**config.mk**
```make
export PLATFORM = sky130hd
export DESIGN_NAME = alu_math_p
export DESIGN_NICKNAME = d
export VERILOG_FILES = /design/src/rtl/alu_math_pkg.sv /design/src/rtl/alu_math_div.sv /design/src/rtl/alu_math_p.sv
export SDC_FILE = /design/constraint.sdc
export NUM_CORES = 2
export LEC_CHECK = 0
export CORE_UTILIZATION = 45
export DETAILED_ROUTE_END_ITERATION = 8
export DONT_BUFFER_PORTS = 1
export PLACE_DENSITY_LB_ADDON = 0.15
export SETUP_SLACK_MARGIN = 0.05
export SLEW_MARGIN = 40
export SYNTH_ARGS = -nofsm -noshare
export SYNTH_HDL_FRONTEND = slang
export SYNTH_SLANG_ARGS = --single-unit
```
**constraint.sdc**
```tcl
create_clock -name clk -period 12.48 [get_ports clk]
set_input_delay 1.248 -clock clk [delete_from_list [all_inputs] [get_ports clk]]
set_output_delay 1.248 -clock clk [all_outputs]
set_load 0.02 [all_outputs]
```
**src/rtl/alu_math_pkg.sv**
```systemverilog
// Shared types for the byte-serial math unit: opcodes, FSM states, error codes.
package alu_math_pkg;

  typedef enum logic [3:0] {
    OPC_ADD    = 4'd0,
    OPC_SUB_AB = 4'd1,
    OPC_SUB_BA = 4'd2,
    OPC_MUL    = 4'd3,
    OPC_DIV_AB = 4'd4,
    OPC_DIV_BA = 4'd5,
    OPC_INC_A  = 4'd6,
    OPC_INC_B  = 4'd7,
    OPC_CLR    = 4'd8,
    OPC_ACCUM  = 4'd9
  } opcode_e;

  typedef enum logic [2:0] {
    ST_IDLE, ST_OP_A, ST_OP_B, ST_COMPUTE, ST_MUL_S, ST_DIV_S, ST_RESULT
  } state_e;

  typedef enum logic [1:0] {
    ERR_NONE    = 2'd0,
    ERR_ILLEGAL = 2'd1,
    ERR_DIV0    = 2'd2,
    ERR_PROTO   = 2'd3
  } err_code_e;

  // Opcodes 10..15 are reserved and rejected at accept time.
  function automatic logic op_legal(input logic [3:0] raw);
    return raw <= 4'd9;
  endfunction

  function automatic logic uses_a(input opcode_e op);
    return !(op inside {OPC_INC_B, OPC_CLR});
  endfunction

  function automatic logic uses_b(input opcode_e op);
    return !(op inside {OPC_INC_A, OPC_CLR, OPC_ACCUM});
  endfunction

endpackage

```
**src/rtl/alu_math_div.sv**
```systemverilog
// Iterative restoring unsigned divider: one quotient bit per cycle, done pulses W cycles after start.
module alu_math_div #(
  parameter int W = 16
) (
  input  logic         clk,
  input  logic         rst_n,
  input  logic         start,
  input  logic [W-1:0] dividend,
  input  logic [W-1:0] divisor,
  output logic [W-1:0] quotient,
  output logic         done
);
  localparam int CW = $clog2(W + 1);

  logic [W-1:0]  rem_q, rem_d;
  logic [W-1:0]  quo_q, quo_d;
  logic [W-1:0]  dvs_q, dvs_d;
  logic [CW-1:0] cnt_q, cnt_d;
  logic          done_q, done_d;
  logic [W:0]    shifted, trial;

  // One restoring step per cycle while the counter runs; start reloads everything.
  always_comb begin
    // NOTE: every variable gets a default before any branch; a path that leaves one unassigned infers a latch.
    rem_d   = rem_q;
    quo_d   = quo_q;
    dvs_d   = dvs_q;
    cnt_d   = cnt_q;
    done_d  = 1'b0;
    shifted = {rem_q, quo_q[W-1]};
    trial   = shifted - {1'b0, dvs_q};
    if (start) begin
      rem_d = '0;
      quo_d = dividend;
      dvs_d = divisor;
      cnt_d = CW'(W);
    end else if (cnt_q != '0) begin
      // A borrow out of bit W means the trial subtraction went negative: restore.
      if (trial[W]) begin
        rem_d = shifted[W-1:0];
        quo_d = {quo_q[W-2:0], 1'b0};
      end else begin
        rem_d = trial[W-1:0];
        quo_d = {quo_q[W-2:0], 1'b1};
      end
      cnt_d  = cnt_q - CW'(1);
      done_d = (cnt_q == CW'(1));
    end
  end

  // Divider state; reset aborts any division in progress.
  always_ff @(posedge clk or negedge rst_n) begin
    // NOTE: state flops use non-blocking assignments so every flop samples pre-edge values.
    if (!rst_n) begin
      rem_q  <= '0;
      quo_q  <= '0;
      dvs_q  <= '0;
      cnt_q  <= '0;
      done_q <= 1'b0;
    end else begin
      rem_q  <= rem_d;
      quo_q  <= quo_d;
      dvs_q  <= dvs_d;
      cnt_q  <= cnt_d;
      done_q <= done_d;
    end
  end

  assign quotient = quo_q;
  assign done     = done_q;

endmodule

```
**src/rtl/alu_math_p.sv**
```systemverilog
// Byte-serial arithmetic unit: collects opcode and operands, computes k*f(A,B)+c modulo 2^RES_W.
module alu_math_p
  import alu_math_pkg::*;
#(
  parameter int OP_BYTES = 2,
  parameter int RES_W    = 32
) (
  input  logic             clk,
  input  logic             rst_n,
  input  logic             ctl,
  input  logic [7:0]       dat,
  input  logic [7:0]       k_val,
  input  logic [7:0]       c_val,
  output logic [RES_W-1:0] result,
  output logic             ready,
  output logic             busy,
  output logic             err,
  output logic [1:0]       err_code
);
  localparam int         OP_W      = 8 * OP_BYTES;
  localparam logic [1:0] LAST_BYTE = 2'(OP_BYTES - 1);

  logic             ctl_q;
  logic [7:0]       dat_q, k_q, c_q;
  state_e           state_q, state_d;
  opcode_e          op_q, op_d;
  logic [1:0]       cnt_q, cnt_d;
  logic [OP_W-1:0]  a_q, a_d, b_q, b_d;
  logic [7:0]       k_s_q, k_s_d, c_s_q, c_s_d;
  logic [RES_W-1:0] result_q, result_d;
  logic             ready_q, ready_d, err_q, err_d;
  err_code_e        err_code_q, err_code_d;

  logic             is_div, div_zero, div_start, div_done, illegal, proto;
  logic [OP_W-1:0]  dvd, dvs, quotient;
  logic [RES_W-1:0] a_ext, b_ext, k_use, c_use, f_simple, f, calc;

  assign is_div    = (op_q == OPC_DIV_AB) || (op_q == OPC_DIV_BA);
  assign dvd       = (op_q == OPC_DIV_BA) ? b_q : a_q;
  assign dvs       = (op_q == OPC_DIV_BA) ? a_q : b_q;
  assign div_zero  = (state_q == ST_COMPUTE) && is_div && (dvs == '0);
  assign div_start = (state_q == ST_COMPUTE) && is_div && (dvs != '0);
  assign illegal   = (state_q == ST_IDLE) && ctl_q && !op_legal(dat_q[3:0]);
  assign proto     = (state_q != ST_IDLE) && ctl_q;

  alu_math_div #(.W(OP_W)) u_div (
    .clk      (clk),
    .rst_n    (rst_n),
    .start    (div_start),
    .dividend (dvd),
    .divisor  (dvs),
    .quotient (quotient),
    .done     (div_done)
  );

  // Input sampling: every port is registered once before any use.
  always_ff @(posedge clk or negedge rst_n) begin
    if (!rst_n) begin
      ctl_q <= 1'b0;
      dat_q <= '0;
      k_q   <= '0;
      c_q   <= '0;
    end else begin
      ctl_q <= ctl;
      dat_q <= dat;
      k_q   <= k_val;
      c_q   <= c_val;
    end
  end

  // FSM state register.
  always_ff @(posedge clk or negedge rst_n) begin
    if (!rst_n) state_q <= ST_IDLE;
    else        state_q <= state_d;
  end

  // Next-state logic: skip operand phases the opcode does not use.
  always_comb begin
    state_d = state_q;
    case (state_q)
      ST_IDLE:
        if (ctl_q && op_legal(dat_q[3:0])) begin
          if (uses_a(opcode_e'(dat_q[3:0])))      state_d = ST_OP_A;
          else if (uses_b(opcode_e'(dat_q[3:0]))) state_d = ST_OP_B;
          else                                     state_d = ST_COMPUTE;
        end
      ST_OP_A:    if (cnt_q == LAST_BYTE) state_d = uses_b(op_q) ? ST_OP_B : ST_COMPUTE;
      ST_OP_B:    if (cnt_q == LAST_BYTE) state_d = ST_COMPUTE;
      ST_COMPUTE:
        if (is_div)              state_d = div_zero ? ST_RESULT : ST_DIV_S;
        else if (op_q == OPC_MUL) state_d = ST_MUL_S;
        else                     state_d = ST_RESULT;
      ST_MUL_S:   state_d = ST_RESULT;
      ST_DIV_S:   if (div_done) state_d = ST_RESULT;
      ST_RESULT:  state_d = ST_IDLE;
      default:    state_d = ST_IDLE;
    endcase
  end

  // Datapath updates: operand shift-in MSB first, k/c capture in COMPUTE.
  always_comb begin
    op_d  = op_q;
    a_d   = a_q;
    b_d   = b_q;
    cnt_d = cnt_q;
    k_s_d = k_s_q;
    c_s_d = c_s_q;
    case (state_q)
      ST_IDLE:
        if (ctl_q && op_legal(dat_q[3:0])) begin
          op_d  = opcode_e'(dat_q[3:0]);
          a_d   = '0;
          b_d   = '0;
          cnt_d = '0;
        end
      ST_OP_A: begin
        a_d   = OP_W'({a_q, dat_q});
        cnt_d = (cnt_q == LAST_BYTE) ? 2'd0 : cnt_q + 2'd1;
      end
      ST_OP_B: begin
        b_d   = OP_W'({b_q, dat_q});
        cnt_d = (cnt_q == LAST_BYTE) ? 2'd0 : cnt_q + 2'd1;
      end
      ST_COMPUTE: begin
        k_s_d = k_q;
        c_s_d = c_q;
      end
      default: ;
    endcase
  end

  // Result and status: loaded on the edge that enters RESULT, so they appear with ready.
  always_comb begin
    a_ext = RES_W'(a_q);
    b_ext = RES_W'(b_q);
    k_use = (state_q == ST_COMPUTE) ? RES_W'(k_q) : RES_W'(k_s_q);
    c_use = (state_q == ST_COMPUTE) ? RES_W'(c_q) : RES_W'(c_s_q);
    case (op_q)
      OPC_SUB_AB: f_simple = a_ext - b_ext;
      OPC_SUB_BA: f_simple = b_ext - a_ext;
      OPC_INC_A:  f_simple = a_ext + RES_W'(1);
      OPC_INC_B:  f_simple = b_ext + RES_W'(1);
      default:    f_simple = a_ext + b_ext;
    endcase
    case (state_q)
      ST_MUL_S: f = a_ext * b_ext;
      ST_DIV_S: f = RES_W'(quotient);
      default:  f = f_simple;
    endcase
    calc = k_use * f + c_use;
    if (op_q == OPC_ACCUM) calc = result_q + a_ext;
    if (op_q == OPC_CLR)   calc = '0;

    ready_d  = (state_d == ST_RESULT);
    result_d = (ready_d && !div_zero) ? calc : result_q;
    err_d    = illegal || proto || div_zero;

    err_code_d = err_code_q;
    if (ready_d && !div_zero) err_code_d = ERR_NONE;
    if (illegal)              err_code_d = ERR_ILLEGAL;
    if (proto)                err_code_d = ERR_PROTO;
    if (div_zero)             err_code_d = ERR_DIV0;
  end

  // Datapath and output registers.
  always_ff @(posedge clk or negedge rst_n) begin
    if (!rst_n) begin
      op_q       <= OPC_ADD;
      a_q        <= '0;
      b_q        <= '0;
      cnt_q      <= '0;
      k_s_q      <= '0;
      c_s_q      <= '0;
      result_q   <= '0;
      ready_q    <= 1'b0;
      err_q      <= 1'b0;
      err_code_q <= ERR_NONE;
    end else begin
      op_q       <= op_d;
      a_q        <= a_d;
      b_q        <= b_d;
      cnt_q      <= cnt_d;
      k_s_q      <= k_s_d;
      c_s_q      <= c_s_d;
      result_q   <= result_d;
      ready_q    <= ready_d;
      err_q      <= err_d;
      err_code_q <= err_code_d;
    end
  end

  assign result   = result_q;
  assign ready    = ready_q;
  assign busy     = (state_q != ST_IDLE);
  assign err      = err_q;
  assign err_code = err_code_q;

endmodule
```
==> metrics.txt <==
Worst Path Max Fanout 14; CTS Root Buffer Type clkbuf_16; Total GRT Usage 30.4%; first-pass GRT wire length 147000 um; Placed Instances 4180; Reg clk slew, reported paths 80 ps; vias 24400; GRT Residual Overflow 0; Synth area leader fa_1; worst hold path type in2async; clock skew 16.3 ps; CTS Buf Count 17; # DRC 0; Seq/Total Area, Yosys 15.2%; cells on worst reg2reg path 39; DR WL/cell 22.3 um; highest routed layer met5; end of the worst register-to-register path result[31]$_DFFE_PN0P_; DRT antenna net count 0; filler instances 6060; period utilization 94.6%; asr flop ratio synth 100%; Critical R2R Launch b_q[3]$_DFFE_PN0P_; Synth top cells by count 565 x inv_1, 405 x nand2_1, 388 x nor2_1; deepest clock path buffer count 2; Post-Syn Area per Cell 8.23 um2; Slew headroom 38.5%; # nets final 4005; IO Pins 64; number of synthesized flops with an enable pin 0; CTS tree done; Netlist cell types 97; clock latency on the worst-skew pair 500 ps; post-DR vias/cell 5.79; Clock Sinks 172; maximum clock rate 84.7 MHz; largest incremental delay on the critical path 670 ps; DIE AREA 63800 um2; Starting Density 45.7%; status finished clean; Cells after Synth 3434; post-synthesis cell area 28200 um2; Final GP Congestion 0.983; wl on met1 41200 um; DR WL met2 42800 um; ys flop type dfrtp_1; Synth area leaders fa_1 26%, dfrtp_1 15%, ha_1 11%; Worst Tran Pin Value 922 ps; antenna violations before repair 1; area delta synth->final 5.91%; Pre-antenna DRT Iters 8; Max Cap Viol 0; crit end category flip-flop; most frequent CP cell fa_1; Synth Warn # 0; Req. time, crit path 12850 ps; fin. max-slew vios 0; final setup TNS 0 ps; met3 routed WL 6610 um; Final Setup Violations 0; critical path arrival 12180 ps; most frequent cell after synthesis inv_1; largest net degree at the start of global routing 173; HPWL Detailed 73800 um; Post-Route WL 93900 um; number of global-route vias before repair 24800; height of the die 253 um; DR iter-0 viols 2294; CTS Hold Bufs 0; #FFs+latches synth 172; share of cells above drive strength 1 5.30%; endpoints failing hold 0; top-area cell type share of the netlist area 25.7%; # port buffers 0; post-layout min period 11810 ps; Synth Net Count 4075; critical path class reg2reg; Core ar. 61800 um2; post-route insts no fill 4214; CP Launch Type flip-flop; Die Wd 253 um; H-tree depth 4; unrepaired setup endpoints after global routing no; worst reg-to-reg setup slack 670 ps; Slowest-stage cell, CP dfrtp_1; row count 91
state kept, by name, indices dropped and copies added (netlist names), 16 cells and up:
signal and cells:
a_q 16, result 32, u_div.dvs_q 16, u_div.quotient 16, u_div.rem_q 16, b_q 16
placed cells by master (no fill, tap or decap), types with 8 or more instances in the layout:
cell	n
inv_1	563
nand2_1	405
nor2_1	386
fa_1	362
ha_1	252
dfrtp_1	171
a21oi_1	138
o21ai_0	101
buf_4	80
xnor2_1	70
nor3_1	54
mux2i_1	50
a21o_1	49
a31oi_1	43
a211oi_1	41
nor2b_1	40
nand2b_1	34
nand3_1	34
xor2_1	31
o22ai_1	28
o21ai_1	24
o31ai_1	23
o21a_1	22
o21bai_1	22
and2_1	21
or3_1	21
o211ai_1	21
nand4_1	18
a22oi_1	17
clkbuf_16	17
and3_1	14
nor4_1	14
mux2_2	11
o221ai_1	10
nand3b_1	9
a221oi_1	8
final cells by class:
type	instances	area (um2)	share of cell area, %
Tap cell	837	1050	3.50
Clock inverter	9	77.6	0.259
Multi-Input combinational cell	2519	21200	71.0
Inverter	573	2150	7.20
Timing Repair Buffer	81	608	2.03
Clock buffer	22	494	1.65
Sequential cell	172	4310	14.4
Antenna cell	1	2.50	0.00836
worst max path at each step:
stage                             startpoint                      to  cells after the start
final                     b_q[3]$_DFFE_PN0P_  result[31]$_DFFE_PN0P_                     39
after global routing      b_q[4]$_DFFE_PN0P_  result[31]$_DFFE_PN0P_                     39
after CTS                 b_q[3]$_DFFE_PN0P_  result[31]$_DFFE_PN0P_                     39
after detailed placement  b_q[3]$_DFFE_PN0P_  result[31]$_DFFE_PN0P_                     39
after global placement    b_q[3]$_DFFE_PN0P_  result[31]$_DFFE_PN0P_                     39
after floorplan           b_q[4]$_DFFE_PN0P_  result[31]$_DFFE_PN0P_                     42
worst max-delay path, delay by kind of cell (launching register included):
kind                       cells  cell delay [ps]
adders and majority gates     12             5590
AOI/OAI and AO/OA             12             3450
buffers and inverters          8              960
DFF                            1              670
and+or+nand+nor                4              610
xor gates and xnor gates       2              250
muxes                          1              140
metal layers:
layer	up-vias	GRT usage, %
met4	2	10.8
met2	973	48.2
met3	165	4.11
met5	-	0
li1	11100	-
met1	12200	42.2
stage by stage:
stage | util, % | area [um2] | worst slack (ps) | hold slack, ps
after floorplan | - | 28200 | 1720 | 448
after global placement | 47.3 | 29300 | 928 | 489
after detailed placement | 47.4 | 29300 | 828 | 494
after CTS | 48.3 | 29900 | 807 | 420
after global routing | 48.4 | 29900 | 91.0 | 427
final | 48.4 | 29900 | 670 | 450
kinds of logic (layout without fill, tap and decap cells):
group / Yosys count / in the layout / synth area share (%)
simple gates: 1095 / 1095 / 17.2
xor+xnor: 103 / 103 / 3.30
flops: 172 / 172 / 15.2
fa+ha+maj: 614 / 614 / 36.8
buf+inv: 743 / 685 / 9.96
mux: 61 / 61 / 2.21
compound gates: 646 / 646 / 15.3
other cells: 0 / 1 / 0
repair_timing:
action                     4_1_cts  5_1_grt
setup endpoints to repair        0        1
resized for setup                0        2
buffers inserted                 0        0
Power is not shown: default switching activity piles up to over one toggle a cycle in this logic, so the estimate is an artifact.
